===== src/rtl/shift_sequencer.sv =====
// Multi-cycle accumulator controller sequencing an external barrel shifter and parallel shifter
// against 16-bit data RAM. Optional build macro SHIFT_SAT_EN saturates acc on ADD/SUB overflow.
`timescale 1ns/1ps

module shift_sequencer #(
  parameter int AW = 8
) (
  input  logic          clk,
  input  logic          reset,
  input  logic          cmd_valid,
  output logic          cmd_ready,
  input  logic [1:0]    cmd_op,
  input  logic [AW-1:0] cmd_addr,
  input  logic [3:0]    cmd_sh,
  output logic          done,
  output logic [31:0]   acc,
  output logic          ov,
  input  logic          ov_clr,
  output logic [AW-1:0] dm_addr,
  output logic          dm_rd,
  input  logic [15:0]   dm_rdata,
  output logic          dm_wr,
  output logic [15:0]   dm_wdata,
  output logic [15:0]   bsh_in,
  output logic [3:0]    bsh_sh,
  input  logic [31:0]   bsh_out,
  output logic [31:0]   par_in,
  output logic [3:0]    par_sh,
  input  logic [15:0]   par_out
);

  localparam logic [1:0] OP_LAC  = 2'b00;
  localparam logic [1:0] OP_ADD  = 2'b01;
  localparam logic [1:0] OP_SUB  = 2'b10;
  localparam logic [1:0] OP_SACH = 2'b11;

  typedef enum logic [1:0] {
    IDLE  = 2'b00,
    READ  = 2'b01,
    EXEC  = 2'b10,
    WRITE = 2'b11
  } state_t;

  state_t               r_state;
  state_t               w_state_nxt;

  logic [1:0]           r_op;
  logic [AW-1:0]        r_addr;
  logic [3:0]           r_sh;
  logic                 r_done;
  logic signed [31:0]   r_acc;
  logic                 r_ov;

  logic [15:0]          r_bsh_in;
  logic [3:0]           r_bsh_sh;
  logic [31:0]          r_par_in;
  logic [3:0]           r_par_sh;

  logic                 w_accept;
  logic signed [31:0]   w_opnd;
  logic signed [31:0]   w_sum;
  logic signed [31:0]   w_diff;
  logic signed [31:0]   w_wrap;
  logic signed [31:0]   w_acc_nxt;
  logic                 w_ovf;

  // Overflow of a two's complement add/sub: result sign departs from acc sign
  // when the effective operand signs agree.
  function automatic logic ovf_detect(input logic a_sign, input logic b_sign,
                                      input logic r_sign, input logic is_sub);
    logic same_eff;
    same_eff = is_sub ? (a_sign != b_sign) : (a_sign == b_sign);
    return same_eff && (r_sign != a_sign);
  endfunction

  function automatic logic signed [31:0] sat_limit(input logic neg);
    return neg ? 32'sh8000_0000 : 32'sh7FFF_FFFF;
  endfunction

  assign w_accept = cmd_valid & cmd_ready;
  assign w_opnd   = bsh_out;
  assign w_sum    = r_acc + w_opnd;
  assign w_diff   = r_acc - w_opnd;

  always_comb begin
    w_ovf  = 1'b0;
    w_wrap = r_acc;
    case (r_op)
      OP_LAC: w_wrap = w_opnd;
      OP_ADD: begin
        w_wrap = w_sum;
        w_ovf  = ovf_detect(r_acc[31], w_opnd[31], w_sum[31], 1'b0);
      end
      OP_SUB: begin
        w_wrap = w_diff;
        w_ovf  = ovf_detect(r_acc[31], w_opnd[31], w_diff[31], 1'b1);
      end
      default: w_wrap = r_acc;
    endcase
    w_acc_nxt = w_wrap;
`ifdef SHIFT_SAT_EN
    // Overflow direction always follows the sign of the accumulator before the op.
    if (w_ovf) w_acc_nxt = sat_limit(r_acc[31]);
`endif
  end

  always_comb begin
    w_state_nxt = r_state;
    cmd_ready   = 1'b0;
    dm_rd       = 1'b0;
    dm_wr       = 1'b0;
    dm_addr     = '0;
    dm_wdata    = '0;
    bsh_in      = r_bsh_in;
    bsh_sh      = r_bsh_sh;
    par_in      = r_par_in;
    par_sh      = r_par_sh;
    unique case (r_state)
      IDLE: begin
        cmd_ready = 1'b1;
        if (cmd_valid) w_state_nxt = (cmd_op == OP_SACH) ? WRITE : READ;
      end
      READ: begin
        dm_rd       = 1'b1;
        dm_addr     = r_addr;
        w_state_nxt = EXEC;
      end
      EXEC: begin
        bsh_in      = dm_rdata;
        bsh_sh      = r_sh;
        w_state_nxt = IDLE;
      end
      WRITE: begin
        par_in      = r_acc;
        par_sh      = r_sh;
        dm_wr       = 1'b1;
        dm_addr     = r_addr;
        dm_wdata    = par_out;
        w_state_nxt = IDLE;
      end
      default: w_state_nxt = IDLE;
    endcase
  end

  // Control state: reset applies here.
  always_ff @(posedge clk) begin
    if (reset) begin
      r_state <= IDLE;
      r_done  <= 1'b0;
      r_acc   <= '0;
      r_ov    <= 1'b0;
    end else begin
      r_state <= w_state_nxt;
      r_done  <= (r_state == EXEC) || (r_state == WRITE);
      if (r_state == EXEC) r_acc <= w_acc_nxt;
      if ((r_state == EXEC) && w_ovf) r_ov <= 1'b1;
      else if (ov_clr)                r_ov <= 1'b0;
    end
  end

  // Command latch and shifter input holds: pure data, no reset needed.
  always_ff @(posedge clk) begin
    if (w_accept) begin
      r_op   <= cmd_op;
      r_addr <= cmd_addr;
      r_sh   <= cmd_sh;
    end
    if (r_state == EXEC) begin
      r_bsh_in <= dm_rdata;
      r_bsh_sh <= r_sh;
    end
    if (r_state == WRITE) begin
      r_par_in <= r_acc;
      r_par_sh <= r_sh;
    end
  end

  assign done = r_done;
  assign acc  = r_acc;
  assign ov   = r_ov;

endmodule


===== config.mk =====
export PLATFORM = sky130hd
export DESIGN_NAME = shift_sequencer
export DESIGN_NICKNAME = d
export VERILOG_FILES = /design/src/rtl/shift_sequencer.sv
export SDC_FILE = /design/constraint.sdc
export NUM_CORES = 1
export LEC_CHECK = 0
export ABC_CLOCK_PERIOD_IN_PS = 7700
export CORE_ASPECT_RATIO = 1.25
export CORE_MARGIN = 2
export CORE_UTILIZATION = 55
export DETAILED_ROUTE_END_ITERATION = 16
export PLACE_DENSITY = 0.93
export RECOVER_POWER = 50
export SYNTH_ARGS = -nofsm -noshare
export SYNTH_HDL_FRONTEND = slang
export SYNTH_SLANG_ARGS = --single-unit

===== constraint.sdc =====
create_clock -name clk -period 7.7 [get_ports clk]
set_input_delay 1.54 -clock clk [delete_from_list [all_inputs] [get_ports clk]]
set_output_delay 1.54 -clock clk [all_outputs]
set_load 0.02 [all_outputs]

Word-level counts from Yosys, hierarchy flattened
Cells that the tools add are included.
- word-level logic and storage cells: 52
- input port bits: 82
- register bits after elaboration: 106
- output and inout bits: 117
- reduce and logical (&&, ||, !) cells: 11
- bitwise logic cells: 1
- mux-type cells: 16
- equal/unequal tests: 11
- add/sub/neg operators: 2
- operators with widths (operator ; number):
    one-hot mux 32 bit (3 select lines) ; 1
    adder 32 bit ; 1
    2-to-1 mux 16 bit ; 2
    2-to-1 mux 32 bit ; 1
    subtractor 32 bit ; 1
    == test 2 bit (second input constant) ; 4
    2-to-1 mux 4 bit ; 2
    2-to-1 mux 8 bit ; 1
    one-hot mux 2 bit (3 select lines) ; 1
    2-to-1 mux 1 bit ; 5
    == test 2 x 1 -> 1 bit (second input constant) ; 2
    logical NOT 2 bit ; 2
    2-to-1 mux 2 bit ; 2
    OR reduction 2 bit ; 2
    logical AND 1 bit ; 3
    != test 1 bit ; 3
    nonzero test 3 bit ; 1
    != test 2 bit (second input constant) ; 1
    one-hot mux 1 bit (2 select lines) ; 1
    AND reduction 2 bit ; 1
    nonzero test 2 bit ; 1
    bitwise AND 1 bit ; 1
    == test 1 bit ; 1
    logical OR 1 bit ; 1

Logic depth before layout (Yosys ltp)
Gate-level depths: netlist of the first run.
- depth in word-level cells: 6
- mapped depth: 13
- mapped depth without buffers: 13

Worst setup path before layout of the first run
No wires, ideal clock.
- kind: input to register
- from: in bsh_out[0]
- to: reg r_acc[28], in the netlist acc[28]
- cell stages on the path: 12
- library setup time: 86 ps
- arrival: 3871 ps
- buffers on the path: 0
- data required time: 7614 ps
- path slack: 3743 ps
- path through: ha_1 -> inv_1 -> fa_1 -> a211oi_1 -> o21ai_2 -> o311ai_2 -> a2111oi_4 -> nand2b_1 -> a311oi_2 -> xnor2_1 -> a21oi_1 -> a211oi_1
- longest elaborated chain between the ends: 2
- elaborated cells on any way between the ends: 3
- those cells by class: add/sub (2); mux (1)
- ends and longest elaborated chain (item ; line ; text):
    start, declared ; 26 ; input logic [31:0] bsh_out,
    subtractor 32 bit or adder 32 bit (tied branches) ; 83, 82 ;
    one-hot mux 32 bit (3 select lines) (*) ; 88 ; case (r_op)
    end signal, assigned ; 155 ; if (r_state == EXEC) r_acc <= w_acc_nxt;
    end, declared ; 51 ; logic signed [31:0] r_acc;
Every way passes the cells marked *; elsewhere a longest branch is shown, timed or not.
A chain may end at the register's enable or synchronous reset.

Final worst setup path of the first run
- from: reg r_state[0]
- to: out par_in[0]
- longest elaborated chain between the ends: 2
- ends and longest elaborated chain (item ; line ; text):
    start, declared ; 44 ; state_t r_state;
    start signal, assigned ; 153 ; r_state <= w_state_nxt;
    == test 2 bit ; 118 ; unique case (r_state)
    2-to-1 mux 32 bit ; 118 ;
    end, declared ; 27 ; output logic [31:0] par_in,
Every way passes these cells.

==> metrics, run 1 <==
Util after Layout=0.717; Routed Antenna Nets=0; via/cell ratio=6.39; Diodes inserted=0; Net Sw Frac=0.357; Clock Power Share=0.264; CTS root buf=clkbuf_16; failing checks=max-capacitance violations, max-slew violations; Seq/Total Area, Yosys=0.279; met2 wire len=12800 µm; Overflow after GRT=0; Yosys Warn Count=0; worst-path maximum fanout=39; die height=140 µm; Final nets=1265; post-cts sizing count=0; Async SR Flop Fraction=0; hpwl dp=18700 µm; crit path time final=5.31 ns; Max IR drop VDD=0.165 mV; Core Area=0.0144 mm²; Slew Limit Fails=108; worst r2r src=r_op[0]; All-Layer GR Usage=0.318; endpoints failing hold=0; DP Area=0.0101 mm²; Final Wtd Congestion=1.03; Comb pwr share=0.358; period utilization=0.690; critical path data required time=6.16 ns; Pleak=4.47 nW; final WL=26000 µm; CP Capture Type=output port; initial antenna violation count=0; FP Rows=49; Mapped Nets=1119; Buffers on Ports=198; r2r setup slk=3.72 ns; Final Cell Area=0.0103 mm²; largest net degree at the start of global routing=44; vias in the first global route=8256; slew margin rel.=-0.475; Worst Setup SP=r_state[0]; setup ws final=2.39 ns; Flop pwr share=0.378; Clock transition at path regs=0.07 ns; reg-to-reg endpoint=acc[29]; Crit Path Class=reg -> out; H-Tree Depth=3; clk_skew=0.0148 ns; first-pass GRT wire length=40700 µm; io pins=199; outcome=finished, violations left; M1 WL=9730 µm; area grow syn2layout=27.4%; EDFF count, synth=14; Initial Utilization=0.563; Startpoint Class=flop; cts-stage hold buffer count=0; DR top layer=met4; CTS tree=yes; clock buffer depth=2; f_max=188 MHz; CTS buffer count=9; CP peak stage delay=1.22 ns; share of cells above drive strength 1=0.0660; Die W=113 µm; clk_lat worst skew=0.37 ns; CP max-delay cell=nand2_1; Critical Path Sink=par_in[0]; Sw Pwr=0.000620 W; Fin Setup TNS=0 ns; Max-Cap Viols=3; Post CTS Setup Buffer Count=0; clk sinks=106; Wirelength per Cell=20.0 µm; worst hold path class=reg -> reg; RSZ-0062 raised after global routing=no; number of synthesized register bits=106; dpl ws=2.80 ns; reg2reg path depth=6; Slew @ Worst Pin=2.21 ns; CP arrival=3.77 ns; power per cell area=168 mW/mm²; internal power consumption=0.00112 W; Hold Slack=0.470 ns; Mapped Cells=970; number of remaining DRC errors=0; DR iter-0 viols=802; Pre-antenna DRT Iters=6; area of the mapped netlist=0.00811 mm²; syn avg cell area=8.36 µm²; die area=0.0157 mm²; final setup fails=0; crit path cell chain=nand2_1, o21ai_0, clkdlybuf4s50_1; DR WL met3=2250 µm; Distinct cells, synth=82; dominant synthesized flop cell=dfxtp_1; vias after detailed routing=8295
[logic make-up after synthesis]
kind of cell	share of synthesized area
muxes	0.0824
DFF	0.279
and+or+nand+nor	0.169
xor gates and xnor gates	0.0302
AOI/OAI and AO/OA	0.264
buffers and inverters	0.0707
adders and majority gates	0.105
[flip-flops by register name, indices dropped and copies added (netlist names)]
name,flops
r_par_sh,4
r_addr,8
r_sh,4
acc,32
r_par_in,32
r_op,2
done,1
r_state,2
ov,1
r_bsh_in,16
r_bsh_sh,4
[per-stage QoR]
| stage | total power [W] | cells |
|---|---|---|
| global placement | 0.00128 | 1283 |
| finish | 0.00174 | 1299 |
| detailed placement | 0.00129 | 1283 |
| CTS | 0.00174 | 1299 |
| floorplan | 0.00104 | 970 |
| global route | 0.00180 | 1299 |
[power groups by stage]
| stage | Combinational (W) | Clock, W | Sequential, W |
|---|---|---|---|
| detailed placement | 0.000622 | 0 | 0.000670 |
| finish | 0.000622 | 0.000458 | 0.000657 |
| global placement | 0.000612 | 0 | 0.000665 |
| floorplan | 0.000376 | 0 | 0.000667 |
| global route | 0.000662 | 0.000479 | 0.000664 |
| CTS | 0.000627 | 0.000458 | 0.000658 |
[placed cells by master, fill, tap and decap left out, types with 12 or more instances in the layout]
cell type,Yosys,layout
o211ai_1,12,12
nand2b_1,14,14
dfxtp_1,92,92
mux2_2,54,23
inv_1,66,66
a221oi_1,13,13
a21o_1,25,25
and3_1,22,22
nand3_1,17,17
clkdlybuf4s50_1,0,151
mux2_1,0,31
ha_1,65,65
edfxtp_1,14,14
nor3_1,25,25
a211oi_1,23,23
o21ai_0,36,36
nor4_1,12,12
nor2_1,73,73
a21oi_1,79,79
dlygate4sd3_1,0,47
nand2_1,53,53
xnor2_1,24,24
[cells in the mapped netlist, types with 13 or more instances]
library cell  instances  area share
a211oi_1             23       0.021
a21o_1               25       0.023
a21oi_1              79       0.049
a221oi_1             13       0.014
and3_1               22       0.017
clkbuf_1             50       0.023
dfxtp_1              92        0.23
edfxtp_1             14       0.052
ha_1                 65        0.10
inv_1                66       0.031
mux2_2               54       0.075
nand2_1              53       0.025
nand2b_1             14       0.011
nand3_1              17       0.010
nor2_1               73       0.034
nor3_1               25       0.015
o21ai_0              36       0.022
xnor2_1              24       0.026
[worst min path at each step]
stage | from | to | cells past startpoint
2_1_floorplan | r_par_in[10] | r_par_in[10] | 1
3_3_place_gp | r_par_in[31] | r_par_in[31] | 2
3_5_place_dp | r_par_in[24] | r_par_in[24] | 1
4_1_cts | r_par_sh[2] | r_par_sh[2] | 1
5_1_grt | r_par_in[26] | r_par_in[26] | 1
6_report | r_bsh_in[4] | r_bsh_in[4] | 1
[area by class of cell]
type / instances / area [µm²]
clock buffers: 10 / 229
flip-flops and latches: 106 / 2260
multi-input cells: 723 / 5280
well taps: 178 / 223
clock inverters: 6 / 50.0
inverters: 73 / 274
fillers: 1102 / 4080
repair buffers: 203 / 2020
[worst max-delay path, delay by kind of cell, from the launching register on]
| kind | cells | cell delay (ns) |
|---|---|---|
| DFF | 1 | 0.80 |
| buffers and inverters | 1 | 0.72 |
| AOI/OAI and AO/OA | 1 | 0.67 |
| and+or+nand+nor | 1 | 1.22 |
[routing by layer]
layer,track usage,vias to the layer above
met5,0,-
met4,0.168,0
met3,0.0727,106
met2,0.554,502
met1,0.358,3863
li1,-,3824
(Power assumes the default switching activity.)
==> run 2, diff against run 1 <==
Settings changed: ABC_CLOCK_PERIOD_IN_PS 7700 to 4600, CORE_UTILIZATION 55 to 46, PLACE_DENSITY 0.93 to 0.83.
Clock period 7.7 ns to 4.6 ns, I/O delays scaled along.
==> run 2 against run 1 <==
  * The flow still finishes with violations (max-capacitance violations, max-slew violations)
  * Register-to-register slack worse by 2.9 ns
  * Global-route usage is 4.2 points lower
  * Sequential share of layout area is 0.59 points lower
==> metrics, run 2 (synthesis results as in run 1) <==
CP Capture Type=flop; Buffers on Ports=198 (unchanged); delay-heaviest family, CP=compound AO/OA/AOI/OAI gates; CP arrival=4.24 ns (+0.47 ns); CTS buffer count=9 (unchanged); clk_skew=0.0190 ns (+0.00415 ns); # fillers=1465 (+33%); All-Layer GR Usage=0.276 (-0.0421); largest net degree at the start of global routing=43 (-2.3%); Hold Startpoint=r_par_in[21]; initial antenna violation count=0 (unchanged); CP peak stage delay=0.51 ns (-0.71 ns); clk_lat worst skew=0.37 ns (about the same); Final Cell Area=0.0106 mm² (+2.8%); Crit Path Class=in -> reg; area grow syn2layout=30.9%; Wirelength per Cell=19.0 µm (-5.0%); Slew Limit Fails=40 (-63%); most frequent cells in the layout=clkdlybuf4s50_1, dfxtp_1, a21oi_1; cts-stage hold buffer count=0 (unchanged); die height=152 µm (+9.1%); Final Power=0.00303 W (+74%); Fin Setup TNS=0 ns (unchanged); CP bufs+invs=2 (+1); DR iter-0 viols=631 (-21%); vias in the first global route=8050 (-2.5%); Clock transition at path regs=0.08 ns (about the same); Post CTS Setup Buffer Count=0 (unchanged); Diodes inserted=0 (unchanged); Final Wtd Congestion=0.960 (-6.6%); Routed Antenna Nets=0 (unchanged); endpoints failing hold=0 (unchanged); CTS tree=yes; Max IR drop VDD=0.305 mV (+85%); clock buffer depth=2 (unchanged); share of cells above drive strength 1=0.0960 (+0.0300); worst-path maximum fanout=5 (-87%); Final nets=1290 (+2.0%); Die W=123 µm (+9.0%); Max-Cap Viols=1 (-2); Overflow after GRT=0 (unchanged); period utilization=0.862; Pleak=4.60 nW (+3.0%); post-cts sizing count=0 (unchanged); crit path time final=3.97 ns; f_max=252 MHz; DP Area=0.0103 mm² (+2.4%); clk sinks=106 (unchanged); failing checks=max-capacitance violations, max-slew violations; final WL=26100 µm (+0.20%); first-pass GRT wire length=41100 µm (+0.86%); io pins=199 (unchanged); vias after detailed routing=8162 (-1.6%); power per cell area=285 mW/mm² (+70%); most used cell, CP=a211oi_1; critical path data required time=4.87 ns (-1.29 ns); crit path cell chain=clkdlybuf4s50_1, ha_1, inv_1, fa_1, a211oi_1, o21ai_2, o311ai_2, a2111oi_4, nand2b_1, a31oi_1, xnor2_1, a221oi_2, a211oi_1; FP Rows=54 (+10%); CTS root buf=clkbuf_16; final setup fails=0 (unchanged); H-Tree Depth=3 (unchanged); CP max-delay cell=clkdlybuf4s50_1; number of remaining DRC errors=0 (unchanged); Pre-antenna DRT Iters=6 (unchanged); Core Area=0.0174 mm² (+21%); via/cell ratio=5.96 (-6.7%); worst hold path class=reg -> reg; Startpoint Class=input port; worst r2r src=r_state[1]; hpwl dp=19200 µm (+2.2%); slew margin rel.=-0.450 (+0.0247); die area=0.0187 mm² (+19%); Slew @ Worst Pin=2.18 ns (-0.0371 ns); RSZ-0062 raised after global routing=no; Initial Utilization=0.467 (-0.0958); Worst Setup SP=bsh_out[0]; most common cell after layout, fill and taps aside=clkdlybuf4s50_1; outcome=finished, violations left
[run 2: cell types whose count changed in the layout (fill, tap and decap cells not counted), sizes merged]
cell | before | now
buf | 4 | 27
clkbuf | 11 | 12
clkinv | 5 | 3
dlygate4sd3 | 47 | 46
clkdlybuf4s50 | 151 | 152
inv | 73 | 76
clkinvlp | 1 | 0
bufinv | 0 | 1
[run 2: routing by layer]
metal,wire (µm),track usage
met1,10200,0.322
met5,0,0
met4,956,0.120
met2,12800,0.471
met3,2100,0.0685
[run 2: worst paths after layout]
kind | endpoint | slack (ns) | cells past startpoint
max | acc[24] | 0.63 | 13
min | r_par_in[21] | 0.47 | 1
min reg2reg | r_par_in[21] | 0.47 | 1
max reg2reg | acc[25] | 0.85 | 7
[run 2: final cells by class]
cell class / instances / area (µm²) / share of cell area
Multi-Input combinational cell: 723 / 5280 / 0.497
Sequential cell: 106 / 2260 / 0.213
Timing Repair Buffer: 228 / 2200 / 0.207
Tap cell: 224 / 280 / 0.0264
Inverter: 73 / 274 / 0.0258
Clock buffer: 9 / 225 / 0.0212
Clock inverter: 7 / 100 / 0.00943
[run 2: report_power, final]
| group | internal, W | leakage (nW) | total [W] | switching (W) |
|---|---|---|---|---|
| Combinational | 0.000467 | 3.55 | 0.00106 | 0.000597 |
| Sequential | 0.00105 | 0.888 | 0.00109 | 0.0000438 |
| Clock | 0.000446 | 0.161 | 0.000872 | 0.000426 |
| Total | 0.00196 | 4.60 | 0.00303 | 0.00107 |
[run 2: through the flow]
step,instances,hold slack (ns),util,setup slack (ns)
after floorplan,970,0.539,-,1.26
after global placement,1354,0.452,0.593,0.413
after detailed placement,1354,0.458,0.593,0.350
after CTS,1370,0.478,0.612,0.715
after global routing,1370,0.488,0.611,0.378
final,1370,0.469,0.611,0.635
